==> src/rtl/i2c_bit_timer.sv <==
// I2C bit-level timing engine: START/BIT/RESTART/STOP sequencing with open-drain enables and stretch detection.
// Optional REL stretch timeout is compiled in with `define I2C_TIMING_STRETCH_TIMEOUT_EN.
module i2c_bit_timer #(
    parameter int unsigned CLK_HZ      = 100_000_000,
    parameter int unsigned CNT_W       = 16,
    parameter int unsigned TIMEOUT_CYC = 2_500_000
) (
    input  logic       i_clk,
    input  logic       i_rst,
    input  logic [1:0] i_mode,
    input  logic [2:0] i_cmd,
    input  logic       i_cmd_bit,
    input  logic       i_cmd_valid,
    output logic       o_cmd_ready,
    input  logic       i_scl,
    input  logic       i_sda,
    output logic       o_scl_oe,
    output logic       o_sda_oe,
    output logic       o_done,
    output logic       o_rx_bit,
    output logic       o_err,
    output logic       o_bus_owned
);

    // ceil(ns * CLK_HZ / 1e9) in i_clk ticks
    function automatic logic [CNT_W-1:0] ticks(input longint unsigned ns);
        longint unsigned t;
        t = (ns * 64'(CLK_HZ) + 64'd999_999_999) / 64'd1_000_000_000;
        return CNT_W'(t);
    endfunction

    localparam logic [CNT_W-1:0] LOW_SM    = ticks(4700);
    localparam logic [CNT_W-1:0] LOW_FM    = ticks(1300);
    localparam logic [CNT_W-1:0] LOW_FP    = ticks(500);
    localparam logic [CNT_W-1:0] HIGH_SM   = ticks(4000);
    localparam logic [CNT_W-1:0] HIGH_FM   = ticks(600);
    localparam logic [CNT_W-1:0] HIGH_FP   = ticks(260);
    localparam logic [CNT_W-1:0] SUSTA_SM  = ticks(4700);
    localparam logic [CNT_W-1:0] HDSTA_SM  = ticks(4000);
    localparam logic [CNT_W-1:0] SUSTO_SM  = ticks(4000);
    localparam logic [CNT_W-1:0] STA_FM    = ticks(600);
    localparam logic [CNT_W-1:0] STA_FP    = ticks(260);
    localparam logic [CNT_W-1:0] BUF_SM    = ticks(4700);
    localparam logic [CNT_W-1:0] BUF_FM    = ticks(1300);
    localparam logic [CNT_W-1:0] BUF_FP    = ticks(500);
    localparam logic [CNT_W-1:0] HDDAT_SM  = ticks(300);
    localparam logic [CNT_W-1:0] HDDAT_FP  = ticks(120);

    localparam logic [2:0] CMD_START   = 3'd0;
    localparam logic [2:0] CMD_BIT     = 3'd1;
    localparam logic [2:0] CMD_RESTART = 3'd2;
    localparam logic [2:0] CMD_STOP    = 3'd3;

    typedef enum logic [2:0] {
        S_IDLE, S_BUF, S_SU, S_HD, S_LOW, S_REL, S_HIGH, S_PARK
    } state_t;

    typedef enum logic [1:0] {
        OP_START, OP_BIT, OP_RESTART, OP_STOP
    } op_t;

    state_t           state_q;
    op_t              op_q;
    logic [1:0]       mode_q;
    logic             bit_q;
    logic [CNT_W-1:0] cnt_q;
    logic             ready_q, scl_oe_q, sda_oe_q, done_q, rx_q, err_q, owned_q;
    logic             scl_meta, scl_s, sda_meta, sda_s;

    logic [CNT_W-1:0] t_low, t_high, t_su_sta, t_hd_sta, t_su_sto, t_buf, t_hd_dat, t_su;

`ifdef I2C_TIMING_STRETCH_TIMEOUT_EN
    localparam int unsigned TO_W = (TIMEOUT_CYC > 1) ? $clog2(TIMEOUT_CYC) : 1;
    logic [TO_W-1:0] to_q;
`else
    logic unused_timeout;
    assign unused_timeout = ^32'(TIMEOUT_CYC);
`endif

    // Pad levels are asynchronous; both idle high.
    always_ff @(posedge i_clk or posedge i_rst) begin
        if (i_rst) begin
            scl_meta <= 1'b1;
            scl_s    <= 1'b1;
            sda_meta <= 1'b1;
            sda_s    <= 1'b1;
        end else begin
            scl_meta <= i_scl;
            scl_s    <= scl_meta;
            sda_meta <= i_sda;
            sda_s    <= sda_meta;
        end
    end

    // Per-mode targets from the latched speed; mode 11 falls back to standard.
    always_comb begin
        t_low    = LOW_SM;
        t_high   = HIGH_SM;
        t_su_sta = SUSTA_SM;
        t_hd_sta = HDSTA_SM;
        t_su_sto = SUSTO_SM;
        t_buf    = BUF_SM;
        t_hd_dat = HDDAT_SM;
        case (mode_q)
            2'b01: begin
                t_low    = LOW_FM;
                t_high   = HIGH_FM;
                t_su_sta = STA_FM;
                t_hd_sta = STA_FM;
                t_su_sto = STA_FM;
                t_buf    = BUF_FM;
            end
            2'b10: begin
                t_low    = LOW_FP;
                t_high   = HIGH_FP;
                t_su_sta = STA_FP;
                t_hd_sta = STA_FP;
                t_su_sto = STA_FP;
                t_buf    = BUF_FP;
                t_hd_dat = HDDAT_FP;
            end
            default: ;
        endcase
        t_su = (op_q == OP_STOP) ? t_su_sto : t_su_sta;
    end

    always_ff @(posedge i_clk or posedge i_rst) begin
        if (i_rst) begin
            state_q  <= S_IDLE;
            op_q     <= OP_START;
            mode_q   <= 2'b00;
            bit_q    <= 1'b0;
            cnt_q    <= '0;
            ready_q  <= 1'b1;
            scl_oe_q <= 1'b0;
            sda_oe_q <= 1'b0;
            done_q   <= 1'b0;
            rx_q     <= 1'b0;
            err_q    <= 1'b0;
            owned_q  <= 1'b0;
`ifdef I2C_TIMING_STRETCH_TIMEOUT_EN
            to_q     <= '0;
`endif
        end else begin
            done_q <= 1'b0;
            err_q  <= 1'b0;
            cnt_q  <= cnt_q + CNT_W'(1);
            case (state_q)
                S_IDLE, S_PARK: begin
                    cnt_q <= '0;
                    if (i_cmd_valid) begin
                        mode_q <= i_mode;
                        bit_q  <= i_cmd_bit;
                        if (state_q == S_IDLE) begin
                            if (i_cmd == CMD_START) begin
                                op_q    <= OP_START;
                                state_q <= S_BUF;
                                ready_q <= 1'b0;
                            end else begin
                                err_q <= 1'b1;
                            end
                        end else begin
                            ready_q <= 1'b0;
                            state_q <= S_LOW;
                            case (i_cmd)
                                CMD_START, CMD_RESTART: op_q <= OP_RESTART;
                                CMD_BIT:                op_q <= OP_BIT;
                                CMD_STOP:               op_q <= OP_STOP;
                                default: begin
                                    err_q   <= 1'b1;
                                    ready_q <= 1'b1;
                                    state_q <= S_PARK;
                                end
                            endcase
                        end
                    end
                end
                S_BUF: begin
                    if (cnt_q == t_buf - CNT_W'(1)) begin
                        cnt_q <= '0;
                        if (op_q == OP_START) begin
                            sda_oe_q <= 1'b1;
                            state_q  <= S_HD;
                        end else begin
                            state_q <= S_IDLE;
                            done_q  <= 1'b1;
                            ready_q <= 1'b1;
                            owned_q <= 1'b0;
                        end
                    end
                end
                S_HD: begin
                    if (cnt_q == t_hd_sta - CNT_W'(1)) begin
                        cnt_q    <= '0;
                        scl_oe_q <= 1'b1;
                        state_q  <= S_PARK;
                        done_q   <= 1'b1;
                        ready_q  <= 1'b1;
                        owned_q  <= 1'b1;
                    end
                end
                S_LOW: begin
                    if (cnt_q == t_hd_dat - CNT_W'(1)) begin
                        case (op_q)
                            OP_BIT:     sda_oe_q <= ~bit_q;
                            OP_RESTART: sda_oe_q <= 1'b0;
                            OP_STOP:    sda_oe_q <= 1'b1;
                            default:    ;
                        endcase
                    end
                    if (cnt_q == t_low - CNT_W'(1)) begin
                        cnt_q    <= '0;
                        scl_oe_q <= 1'b0;
                        state_q  <= S_REL;
`ifdef I2C_TIMING_STRETCH_TIMEOUT_EN
                        to_q     <= '0;
`endif
                    end
                end
                S_REL: begin
                    cnt_q <= '0;
`ifdef I2C_TIMING_STRETCH_TIMEOUT_EN
                    to_q  <= to_q + TO_W'(1);
`endif
                    if (scl_s) begin
                        state_q <= (op_q == OP_BIT) ? S_HIGH : S_SU;
                    end
`ifdef I2C_TIMING_STRETCH_TIMEOUT_EN
                    // Slave never released SCL: abandon the bus.
                    else if (to_q == TO_W'(TIMEOUT_CYC - 1)) begin
                        scl_oe_q <= 1'b0;
                        sda_oe_q <= 1'b0;
                        err_q    <= 1'b1;
                        owned_q  <= 1'b0;
                        ready_q  <= 1'b1;
                        state_q  <= S_IDLE;
                    end
`endif
                end
                S_HIGH: begin
                    if (cnt_q == (t_high >> 1)) rx_q <= sda_s;
                    if (cnt_q == t_high - CNT_W'(1)) begin
                        cnt_q    <= '0;
                        scl_oe_q <= 1'b1;
                        state_q  <= S_PARK;
                        done_q   <= 1'b1;
                        ready_q  <= 1'b1;
                    end
                end
                S_SU: begin
                    if (cnt_q == t_su - CNT_W'(1)) begin
                        cnt_q <= '0;
                        if (op_q == OP_STOP) begin
                            sda_oe_q <= 1'b0;
                            state_q  <= S_BUF;
                        end else begin
                            sda_oe_q <= 1'b1;
                            state_q  <= S_HD;
                        end
                    end
                end
                default: state_q <= S_IDLE;
            endcase
        end
    end

    assign o_cmd_ready = ready_q;
    assign o_scl_oe    = scl_oe_q;
    assign o_sda_oe    = sda_oe_q;
    assign o_done      = done_q;
    assign o_rx_bit    = rx_q;
    assign o_err       = err_q;
    assign o_bus_owned = owned_q;

endmodule

==> config.mk <==
export PLATFORM = sky130hd
export DESIGN_NAME = i2c_bit_timer
export DESIGN_NICKNAME = d
export VERILOG_FILES = /design/src/rtl/i2c_bit_timer.sv
export SDC_FILE = /design/constraint.sdc
export NUM_CORES = 1
export LEC_CHECK = 0
export BUFFER_PORTS_ARGS = -buffer_cell sky130_fd_sc_hd__buf_2
export CAP_MARGIN = 10
export CORE_ASPECT_RATIO = 0.5
export CORE_MARGIN = 3
export CORE_UTILIZATION = 35
export CTS_CLUSTER_DIAMETER = 200
export CTS_CLUSTER_SIZE = 10
export DETAILED_ROUTE_END_ITERATION = 10
export GPL_TIMING_DRIVEN = 0
export PLACE_DENSITY = 0.61
export SYNTH_ARGS = -nofsm -noshare
export SYNTH_HDL_FRONTEND = slang
export SYNTH_SLANG_ARGS = --single-unit
==> constraint.sdc <==
create_clock -name i_clk -period 4.9 [get_ports i_clk]
set_input_delay 0.49 -clock i_clk [delete_from_list [all_inputs] [get_ports i_clk]]
set_output_delay 0.49 -clock i_clk [all_outputs]
set_load 0.02 [all_outputs]
==> results.cfg <==
[detailed_routing]
drtIter0Drc = 75
final_antenna_net_count = 0
dr.pass1.iters = 4
num_vias = 1814
wl_per_cell_um = 13.80
drc = 0
viasPerCell = 5.153
routed_wl_mm = 4.856

[die]
die_h_um = 62.25
die_x_um = 118.5
rows = 19
coreArea_um2 = 5801
initial_core_util_pct = 38.18
dieArea_um2 = 7376
boundaryPins = 18

[timing]
period_share_pct = 59.13
setup_violations = 0
min_period_ps = 2897
final.setup.tns_ps = 0
hold_viol = 0
finClkSkew_ps = 5.950
rsz0062_at_grt = false
max_freq_mhz = 345.1
final_max_slew_viol_count = 0
max_slew_margin_pct = 51.56
tightest_slew_ps = 725.8

[cts]
cts.sinks = 35
cts_root_buffer = clkbuf_16
cts_tree = done
numCtsBuffers = 5
path_clk_slew_ps = 50
cts.path.max_buffers = 2
clk_latency_ps = 290
cts_hold_buf = 0
htree_levels = 2
cts_resized = 0
cts_setup_buffers = 0

[cells_and_area]
multi_input_area_um2 = 1230
diodes = 0
area_growth_syn_to_layout_pct = 16.38
layout.nets = 283
regArea_um2 = 882.1
fin_cells = 352
drive_gt1_share_pct = 19.78
design_area_um2 = 2577
finish.utilization_pct = 44.43
fill_cells = 609

[synth]
synthesis.nets = 258
synth_area_um2 = 2215
ys_ff_latch = 35
async_flop_share_pct = 100.0
syn_avg_cell_area_um2 = 9.151
synth_top_area_cell = dfrtp_1
synthFlopType = dfrtp_1
netlist_top_cells_area = dfrtp_1 34%, nor2_1 6.8%, dfstp_2 5.9%
synth_top_area_share_pct = 33.90
synth_edf_count = 0
seq_area_frac_synth_pct = 39.83
syn-instance-count = 242
synth.distinct_cells = 48
yosysWarnings = 0

[power_and_ir_drop]
p_int_mw = 0.8046
p_switching_mw = 0.5955
seqPwrFrac_pct = 28.1
p_comb_share_pct = 49.6
p_leak_nw = 1.084
power_density_nw_per_um2 = 543.2
power.share.clock_pct = 22.3
peakVddDrop_uv = 192.1
p_sw_share_pct = 42.53

[global_routing]
grt.total_usage_pct = 14.14
grt_pass1_wl_mm = 8.514
met2_usage_pct = 23.31
grt_start_max_net_pins = 20
use_met1_pct = 18.12
grt_pass1_vias = 1826
busiest_layer = met2
overflow = 0
use_met3_pct = 4.352
antenna_found_initial = 0

[status]
status = finished, final reports clean

[worst_hold_path]
hold_path.class = in2reg
hold_depth = 1

[worst_setup_path]
cp_slowest_stage_delay_ps = 470
critPathLaunchType = flip-flop
crit_path_top_delay_cell = a311oi_1
crit_chain = inv_1 > ha_1 > buf_2 > xnor2_1 > nor2_1 > a211oi_1 > xor2_1 > a311oi_1 > nand3b_2 > mux2_1
path_depth = 10
arrival_ps = 3060
crit_family = compound AO/OA/AOI/OAI gates
crit_fanout = 10
worst_ep_required_time_ps = 5060
setup.worst_path.end_class = flip-flop
r2r_cells = 10
crit_buf_inv = 2
path_class = reg2reg

[place]
dp.cells = 344
dp_hpwl_mm = 3.662
placed_cell_area_um2 = 2432
io_buffer_count = 17
place.gp.congestion = 0.8995

[job]
max_cap_viol_count = 0
[final timing paths]
check	start	endpoint	slack [ps]
max in group asynchronous	i_rst	o_cmd_ready	3960
min in group asynchronous	i_rst	cnt_q[11]	320
max reg2reg	mode_q[0]	state_q[1]	2000
max	mode_q[0]	state_q[1]	2000
min reg2reg	sda_meta	sda_s	360
min	i_sda	sda_meta	300
[registers in the layout (all words and copies together) (netlist names), 2 cells and up]
signal   cells
state_q      3
mode_q       2
op_q         2
cnt_q       16
[worst reg2reg max path, delay by kind of cell (launching register included)]
kind	cells	cell delay, ps
flops	1	380
xor+xnor	2	270
compound gates	2	750
fa+ha+maj	1	400
buf+inv	2	340
mux	1	330
simple gates	2	290
[cells in the final DEF, fill, tap and decap left out, types with 3 or more instances in the layout]
| cell | n |
|---|---|
| a21oi_1 | 7 |
| a31oi_1 | 3 |
| and3_1 | 5 |
| buf_2 | 24 |
| clkbuf_1 | 9 |
| clkbuf_16 | 5 |
| dfrtp_1 | 30 |
| dfstp_2 | 5 |
| ha_1 | 5 |
| inv_1 | 8 |
| mux2_2 | 5 |
| nand2_1 | 14 |
| nand2b_1 | 6 |
| nand3_1 | 11 |
| nand3b_1 | 3 |
| nand4_1 | 4 |
| nor2_1 | 40 |
| nor2b_1 | 4 |
| nor3_1 | 6 |
| nor4_1 | 3 |
| o21ai_0 | 5 |
| xnor2_1 | 11 |
| xor2_1 | 15 |
[synth_stat cells, types with 3 or more instances]
| library cell | number |
|---|---|
| clkbuf_1 | 9 |
| nand2b_1 | 6 |
| nor2b_1 | 4 |
| nand4_1 | 4 |
| nor4_1 | 3 |
| ha_1 | 5 |
| nor2_1 | 40 |
| nand3b_1 | 3 |
| nand2_1 | 14 |
| o21ai_0 | 5 |
| xor2_1 | 15 |
| a21oi_1 | 7 |
| a31oi_1 | 3 |
| dfstp_2 | 5 |
| inv_1 | 8 |
| buf_2 | 7 |
| nand3_1 | 11 |
| mux2_2 | 5 |
| and3_1 | 5 |
| nor3_1 | 6 |
| dfrtp_1 | 30 |
| xnor2_1 | 11 |
[power groups by stage]
stage	clock, mW	sequential (mW)	combinational [mW]
after floorplan	0	0.391	0.543
after global placement	0	0.396	0.670
after detailed placement	0	0.397	0.688
after CTS	0.318	0.393	0.691
after global routing	0.332	0.402	0.771
final	0.312	0.393	0.695
[through the flow]
step / hold slack (ps) / total power, mW / setup slack, ps
after global routing: 296.8 / 1.505 / 1778
after detailed placement: 350.1 / 1.085 / 2051
after CTS: 302.4 / 1.402 / 2032
after floorplan: 345.2 / 0.9337 / 2385
after global placement: 345.6 / 1.066 / 2065
final: 302.8 / 1.400 / 2003
[kinds of logic after synthesis]
| logic type | share of synthesized area, % |
|---|---|
| and+or+nand+nor | 25.31 |
| DFF | 39.83 |
| muxes | 4.011 |
| buffers and inverters | 4.632 |
| xor gates and xnor gates | 10.28 |
| adders and majority gates | 2.825 |
| AOI/OAI and AO/OA | 13.11 |
[metal layers]
layer / up-vias / part of all wire [%] / wire [µm]
li1: 891 / - / -
met1: 883 / 47 / 2303
met2: 34 / 46 / 2231
met5: - / 0 / 0
met3: 6 / 5.3 / 256
met4: 0 / 1.3 / 65
[cell type report]
cell class                 count  share of cell area (%)
multi-input combinational    182                   47.72
inverter                       8                   1.165
sequential                    35                   34.22
buffer                        17                   2.816
tap                           84                   4.078
clock inverter                 3                  0.7767
clock buffer                   5                   4.854
timing repair buffer          18                   4.369
Note: power is estimated with default switching activity, not from simulation.
